File: config.mk
export PLATFORM = sky130hd
export DESIGN_NAME = nmr_pulse_sequencer_flat
export DESIGN_NICKNAME = d
export VERILOG_FILES = /design/src/rtl/nmr_pulse_sequencer_if.sv /design/src/rtl/nmr_pulse_sequencer.sv /design/src/flat_wrapper.sv
export SDC_FILE = /design/constraint.sdc
export NUM_CORES = 1
export LEC_CHECK = 0
export CAP_MARGIN = 10
export CORE_UTILIZATION = 60
export DETAILED_ROUTE_END_ITERATION = 6
export GPL_ROUTABILITY_DRIVEN = 1
export GPL_TIMING_DRIVEN = 0
export PLACE_DENSITY = 0.83
export SYNTH_ARGS = -nofsm -noshare
export SYNTH_HDL_FRONTEND = slang
export SYNTH_SLANG_ARGS = --single-unit
File: constraint.sdc
create_clock -name clk -period 36.6 [get_ports clk]
set_input_delay 7.32 -clock clk [delete_from_list [all_inputs] [get_ports clk]]
set_output_delay 7.32 -clock clk [all_outputs]
set_load 0.005 [all_outputs]
File: src/rtl/nmr_pulse_sequencer_if.sv
// nmr_pulse_sequencer_if
//   Groups the pulse sequencer's trigger, per-sequence configuration and
//   shot outputs into one bundle. The clock and reset stay plain module ports.
//   master : the host side. It drives the trigger and config, and observes the gates.
//   slave  : the sequencer side.
//   Signals
//     sync_pulse  phase-aligned trigger (level)
//     abort       synchronous sequence abort
//     tx_width    TX gate length (cycles)
//     dead_time   TX-to-acquisition gap (cycles)
//     acq_width   acquisition window length (cycles)
//     rep_period  shot-start to shot-start period (cycles)
//     num_shots   shots per sequence
//     tx_gate     RF transmit enable
//     acq_gate    ADC capture enable
//     busy        sequence in progress
//     done        one-cycle end-of-sequence pulse
//     shot_count  shots completed in the current or last sequence
interface nmr_pulse_sequencer_if #(
  parameter int CNT_W = 32,
  parameter int NUM_W = 16
);
  logic             sync_pulse;
  logic             abort;
  logic [CNT_W-1:0] tx_width;
  logic [CNT_W-1:0] dead_time;
  logic [CNT_W-1:0] acq_width;
  logic [CNT_W-1:0] rep_period;
  logic [NUM_W-1:0] num_shots;
  logic             tx_gate;
  logic             acq_gate;
  logic             busy;
  logic             done;
  logic [NUM_W-1:0] shot_count;

  modport master (
    output sync_pulse, abort, tx_width, dead_time, acq_width, rep_period, num_shots,
    input  tx_gate, acq_gate, busy, done, shot_count
  );

  modport slave (
    input  sync_pulse, abort, tx_width, dead_time, acq_width, rep_period, num_shots,
    output tx_gate, acq_gate, busy, done, shot_count
  );
endinterface

File: src/rtl/nmr_pulse_sequencer.sv
// nmr_pulse_sequencer
//   A rising edge of sync_pulse seen in IDLE starts a train of num_shots shots.
//   Each shot is made up of:
//     - a TX gate,
//     - a dead time,
//     - an acquisition window,
//     - idle time until the shot length L expires.
//   L = max(rep_period, tx+dead+acq, 1).
//   The configuration is captured at the start edge, so later input changes are
//   ignored until the next sequence. All outputs are registered, and the first
//   shot cycle (t=0) is the cycle after the start edge.
//   Ports
//     clk  system clock
//     rst  asynchronous reset, active low
//     bus  nmr_pulse_sequencer_if.slave: trigger, abort, config in; gates and status out
module nmr_pulse_sequencer #(
  parameter int CNT_W = 32,
  parameter int NUM_W = 16
) (
  input  logic                  clk,
  input  logic                  rst,
  nmr_pulse_sequencer_if.slave  bus
);

  // The timer and window bounds carry two extra bits so that tx+dead+acq never wraps.
  localparam int T_W = CNT_W + 2;

  typedef enum logic [1:0] {IDLE = 2'd0, RUN = 2'd1, DONE = 2'd2} state_t;

  state_t           state_q, state_nx;
  logic             sync_d;
  logic [CNT_W-1:0] tx_q, dead_q, acq_q, rep_q;
  logic [NUM_W-1:0] num_q;
  logic [T_W-1:0]   t_q, t_nx;
  logic [NUM_W-1:0] cnt_q;
  logic             tx_r, acq_r, busy_r, done_r;
  logic             tx_nx, acq_nx, busy_nx, done_nx;

  logic             start;
  logic             shot_end;
  logic             last_shot;
  logic [NUM_W:0]   cnt_inc;

  // Config in force for the cycle being computed: at the start edge the live
  // inputs, otherwise the captured shadow copy.
  logic [CNT_W-1:0] tx_e, dead_e, acq_e, rep_e;
  logic [T_W-1:0]   tx_x, acq_lo, acq_hi, rep_x, len;

  // abort has priority over a coincident start.
  assign start = (state_q == IDLE) && bus.sync_pulse && !sync_d && !bus.abort;

  assign tx_e   = start ? bus.tx_width   : tx_q;
  assign dead_e = start ? bus.dead_time  : dead_q;
  assign acq_e  = start ? bus.acq_width  : acq_q;
  assign rep_e  = start ? bus.rep_period : rep_q;

  assign tx_x   = T_W'(tx_e);
  assign acq_lo = tx_x + T_W'(dead_e);
  assign acq_hi = acq_lo + T_W'(acq_e);
  assign rep_x  = T_W'(rep_e);

  always_comb begin
    len = rep_x;
    if (acq_hi > len) len = acq_hi;
    if (len == '0)    len = T_W'(1);
  end

  assign shot_end  = (state_q == RUN) && (t_q == len - T_W'(1));
  assign cnt_inc   = {1'b0, cnt_q} + (NUM_W+1)'(1);
  assign last_shot = (cnt_inc == {1'b0, num_q});

  // ---------------------------------------------------------------- state reg
  always_ff @(posedge clk or negedge rst) begin
    if (!rst) begin
      state_q <= IDLE;
      t_q     <= '0;
    end else begin
      state_q <= state_nx;
      t_q     <= t_nx;
    end
  end

  // --------------------------------------------------------------- next state
  always_comb begin
    state_nx = state_q;
    t_nx     = t_q;
    unique case (state_q)
      IDLE: begin
        if (start) begin
          t_nx     = '0;
          state_nx = (bus.num_shots == '0) ? DONE : RUN;
        end
      end
      RUN: begin
        if (bus.abort) begin
          state_nx = DONE;
          t_nx     = '0;
        end else if (shot_end) begin
          t_nx = '0;
          if (last_shot) state_nx = DONE;
        end else begin
          t_nx = t_q + T_W'(1);
        end
      end
      DONE: begin
        state_nx = IDLE;
        t_nx     = '0;
      end
      default: begin
        state_nx = IDLE;
        t_nx     = '0;
      end
    endcase
  end

  // ------------------------------------------------------------------ outputs
  // Each output is computed from the next state and timer, then registered, so
  // the gates line up with the timer value held in the same cycle.
  always_comb begin
    busy_nx = (state_nx == RUN);
    done_nx = (state_nx == DONE);
    tx_nx   = busy_nx && (t_nx < tx_x);
    acq_nx  = busy_nx && (t_nx >= acq_lo) && (t_nx < acq_hi);
  end

  always_ff @(posedge clk or negedge rst) begin
    if (!rst) begin
      tx_r   <= 1'b0;
      acq_r  <= 1'b0;
      busy_r <= 1'b0;
      done_r <= 1'b0;
    end else begin
      tx_r   <= tx_nx;
      acq_r  <= acq_nx;
      busy_r <= busy_nx;
      done_r <= done_nx;
    end
  end

  // ----------------------------------------------- trigger, shadow, shot count
  always_ff @(posedge clk or negedge rst) begin
    if (!rst) begin
      sync_d <= 1'b0;
      tx_q   <= '0;
      dead_q <= '0;
      acq_q  <= '0;
      rep_q  <= '0;
      num_q  <= '0;
      cnt_q  <= '0;
    end else begin
      sync_d <= bus.sync_pulse;
      if (start) begin
        tx_q   <= bus.tx_width;
        dead_q <= bus.dead_time;
        acq_q  <= bus.acq_width;
        rep_q  <= bus.rep_period;
        num_q  <= bus.num_shots;
        cnt_q  <= '0;
      end else if (shot_end && !bus.abort && (cnt_q != '1)) begin
        // An aborted partial shot is not counted.
        cnt_q <= cnt_q + NUM_W'(1);
      end
    end
  end

  assign bus.tx_gate    = tx_r;
  assign bus.acq_gate   = acq_r;
  assign bus.busy       = busy_r;
  assign bus.done       = done_r;
  assign bus.shot_count = cnt_q;

endmodule

File: src/flat_wrapper.sv
// flat-port wrapper written by rule: the top's interface ports become plain ports
module nmr_pulse_sequencer_flat 
#(
  parameter int CNT_W = 32,
  parameter int NUM_W = 16
)
  (clk, rst, bus_sync_pulse, bus_abort, bus_tx_width, bus_dead_time, bus_acq_width, bus_rep_period, bus_num_shots, bus_tx_gate, bus_acq_gate, bus_busy, bus_done, bus_shot_count);
  nmr_pulse_sequencer_if #(.CNT_W(CNT_W), .NUM_W(NUM_W)) bus_i ();
  input  logic clk;
  input  logic rst;
  input wire logic [$bits(bus_i.sync_pulse)-1:0] bus_sync_pulse;
  input wire logic [$bits(bus_i.abort)-1:0] bus_abort;
  input wire logic [$bits(bus_i.tx_width)-1:0] bus_tx_width;
  input wire logic [$bits(bus_i.dead_time)-1:0] bus_dead_time;
  input wire logic [$bits(bus_i.acq_width)-1:0] bus_acq_width;
  input wire logic [$bits(bus_i.rep_period)-1:0] bus_rep_period;
  input wire logic [$bits(bus_i.num_shots)-1:0] bus_num_shots;
  output wire logic [$bits(bus_i.tx_gate)-1:0] bus_tx_gate;
  output wire logic [$bits(bus_i.acq_gate)-1:0] bus_acq_gate;
  output wire logic [$bits(bus_i.busy)-1:0] bus_busy;
  output wire logic [$bits(bus_i.done)-1:0] bus_done;
  output wire logic [$bits(bus_i.shot_count)-1:0] bus_shot_count;
  assign bus_i.sync_pulse = bus_sync_pulse;
  assign bus_i.abort = bus_abort;
  assign bus_i.tx_width = bus_tx_width;
  assign bus_i.dead_time = bus_dead_time;
  assign bus_i.acq_width = bus_acq_width;
  assign bus_i.rep_period = bus_rep_period;
  assign bus_i.num_shots = bus_num_shots;
  assign bus_tx_gate = bus_i.tx_gate;
  assign bus_acq_gate = bus_i.acq_gate;
  assign bus_busy = bus_i.busy;
  assign bus_done = bus_i.done;
  assign bus_shot_count = bus_i.shot_count;
  nmr_pulse_sequencer #(.CNT_W(CNT_W), .NUM_W(NUM_W)) u_core (.clk(clk), .rst(rst), .bus(bus_i));
endmodule
==> impl_metrics.csv <==
group,metric,value,unit
synth,synth_fa_ha_area_frac,0.139,
timing,clock_skew,0.0268,ns
setup_path,worstReg2RegEnd,"u_core.bus.acq_gate",
synth,synthMuxAreaShare,0.0343,
setup_path,cp_top_family,"compound AO/OA/AOI/OAI gates",
synth,yosys.area.top_type,"dfrtp_1",
synth,yosysMostFrequentCell,"nand2_1",
clock_network,clk_path_buf_depth,3,
run_status,status,"finished, final reports clean",
synth,synthFlopType,"dfrtp_1",
clock_network,cts.sinks,201,
clock_network,numCtsBuffers,25,
setup_path,crit_required,36.96,ns
setup_path,crit_top_cell,"a21oi_1",
clock_network,cts_post_setup_buffers_inserted,0,
synth,syn-num-nets,2604,
timing,finalCriticalPeriod,30.23,ns
setup_path,crit_path_start,"bus_abort",
floorplanning,initial_utilization,0.617,
timing,worstMarginPinSlew,1.34,ns
synth,ys_top_cells_by_count,"nand2_1, dfrtp_1, ha_1",
detailed_routing,post_drt_via_cell_ratio,6.55,
detailed_routing,drt_pass1_iterations,6,
global_route,gr-total-overflow,0,
floorplanning,io_pins,168,
synth,avgSynthCellArea,7.93,um^2
synth,synth_edf_count,0,
synth,synth_compound_area_frac,0.201,
finish,nFillCells,2198,
clock_network,cts-htree-levels,1,
synth,synth-xor-area-share,0.0612,
setup_path,cpPeakStageDelay,0.95,ns
timing,hold_viol,0,
global_route,antenna_found_initial,0,
detailed_routing,drc,0,
finish,antenna_cells,0,
global_route,grt_pass1_wl,101,mm
setup_path,crit_path_top_delay_cell,"a311oi_1",
global_route,grt_max_degree,111,
detailed_routing,drtIter0Drc,2120,
timing,maxSlewHeadroom,0.100,
setup_path,worstSetupPathType,"in -> reg",
job,drv_cap,0,
detailed_routing,drtAntennaViolNets,0,
timing,fmax,33.1,MHz
clock_network,clock_latency,0.54,ns
floorplanning,row_count,62,
clock_network,postCtsHoldBufs,0,
min_path,hp-class,"reg -> reg",
global_route,grt_pass1_vias,18500,
setup_path,critical_path_buf_inv_count,12,
floorplanning,die_w,175,um
clock_network,clk_pin_slew,0.06,ns
finish,nets,2800,
synth,yosysTopAreaCellShare,0.281,
detailed_routing,vias,18700,
global_route,grt_use_total,0.425,
synth,synth_top_family_by_area,"simple AND/OR/NAND/NOR gates",
detailed_routing,routedWlPerCell,22.9,um
timing,fin_tns_setup,0,ns
finish,final_core_util,0.720,
setup_path,r2r-start,"u_core.state_q[1]",
setup_path,r2r_slack,13.32,ns
setup_path,cp_max_fo,10,
clock_network,cts_tree,"yes",
synth,synth-simple-area-share,0.232,
synth,syn_area,0.0179,mm^2
floorplanning,coreArea,0.0290,mm^2
floorplanning,dieArea,0.0305,mm^2
finish,syn_to_final_growth,16.7,%
timing,period_share,0.826,
synth,async_flop_share,1.00,
setup_path,cp-endpoint,"u_core.bus.acq_gate",
timing,drv_slew,0,
timing,setup_viol_count_final,0,
synth,synth_cell_types,93,
synth,syn_inst,2258,
finish,stdcell_count,2854,
placed_design,routabilityCongestion,0.970,
synth,yosysSeqAreaShare,0.281,
placed_design,port_buffers,167,
synth,ys_ff_latch,201,
detailed_routing,totalWireLength,65.5,mm
setup_path,crit_arrival,30.60,ns
setup_path,path_depth,82,
setup_path,reg2reg_depth,81,
floorplanning,die_h,175,um
timing,grt_setup_unrepaired,"false",
clock_network,cts_root_buf,"clkbuf_16",
timing,holdWs,0.495,ns
placed_design,dp_hpwl,51.7,mm
finish,drive_above_1_share,0.0445,
clock_network,post_cts_resized,0,
synth,synth_area_leaders,"dfrtp_1, ha_1, nand2_1",
setup_path,startpoint_type,"primary input",
placed_design,dp_cells,2811,
synth,ys_warn_count,0,
setup_path,end_kind,"flop",
## metrics by stage
| stage | cell area, um^2 | setup slack, ns |
|---|---|---|
| floorplan | 17900 | 13.56 |
| global placement | 20100 | 7.39 |
| detailed placement | 20100 | 6.91 |
| CTS | 20900 | 7.29 |
| global route | 20900 | 5.43 |
| finish | 20900 | 6.37 |
## cell type report
class | instances | area, um^2 | share of cell area
Buffer | 79 | 325 | 0.0156
Clock buffer | 34 | 719 | 0.0344
Clock inverter | 9 | 81.3 | 0.00389
Inverter | 162 | 608 | 0.0291
Multi-Input combinational cell | 1816 | 11900 | 0.571
Sequential cell | 201 | 5030 | 0.241
Tap cell | 384 | 480 | 0.0230
Timing Repair Buffer | 169 | 1710 | 0.0818
## routing by layer
| metal | GRT usage | wire length [um] |
|---|---|---|
| met1 | 0.556 | 26800 |
| met2 | 0.688 | 29500 |
| met3 | 0.0653 | 5730 |
| met4 | 0.202 | 3460 |
| met5 | 0 | 0 |
## layout by cell type, fill, tap and decap left out, drive strengths merged, types with 20 or more instances in the layout
master         netlist  final
and3                38     38
clkbuf              54     88
dfrtp              201    201
nand4               45     45
nor4                22     22
and2                21     21
nand3               54     54
a211oi              27     27
xnor2               76     76
nor2               107    107
nand2b              21     21
a21oi              158    158
xor2                49     49
buf                 25     28
o21ai               95     95
a21o                67     67
mux2i               58     58
ha                 196    196
clkdlybuf4s50        0    166
nand2              458    458
a31oi               28     28
or3                 20     20
nor3                38     38
inv                162    162
## flip-flops by register name (all words and copies together) (netlist names), 2 cells and up
name,flops
u_core.dead_q,32
u_core.t_q,34
u_core.acq_q,32
u_core.rep_q,32
u_core.bus.shot_count,16
u_core.num_q,16
u_core.state_q,2
u_core.tx_q,32
## worst min-delay path by stage
stage	startpoint	depth (start not counted)	endpoint
3_5_place_dp	u_core.dead_q[22]	2	u_core.dead_q[22]
2_1_floorplan	u_core.acq_q[0]	2	u_core.acq_q[0]
6_report	u_core.acq_q[11]	2	u_core.acq_q[11]
4_1_cts	u_core.dead_q[22]	2	u_core.dead_q[22]
3_3_place_gp	u_core.dead_q[0]	2	u_core.dead_q[0]
5_1_grt	u_core.dead_q[24]	2	u_core.dead_q[24]
## worst register-to-register path, delay by kind of cell (launching register included)
kind / cells / cell delay, ns
AO/OA/AOI/OAI: 40 / 10.62
multiplexers: 3 / 0.74
buffers and inverters: 11 / 5.35
AND/OR/NAND/NOR: 21 / 4.29
XOR/XNOR: 1 / 0.17
adder cells (fa/ha/maj): 5 / 1.60
flip-flops: 1 / 0.40
## cell families after synthesis
| group | Yosys count |
|---|---|
| buffers and inverters | 241 |
| muxes | 61 |
| xor gates and xnor gates | 125 |
| and+or+nand+nor | 889 |
| AOI/OAI and AO/OA | 543 |
| DFF | 201 |
| adders and majority gates | 198 |
Power is left out: the tool's default activity adds up to more than one toggle a clock period on the data nets, which glitch-free logic cannot reach.
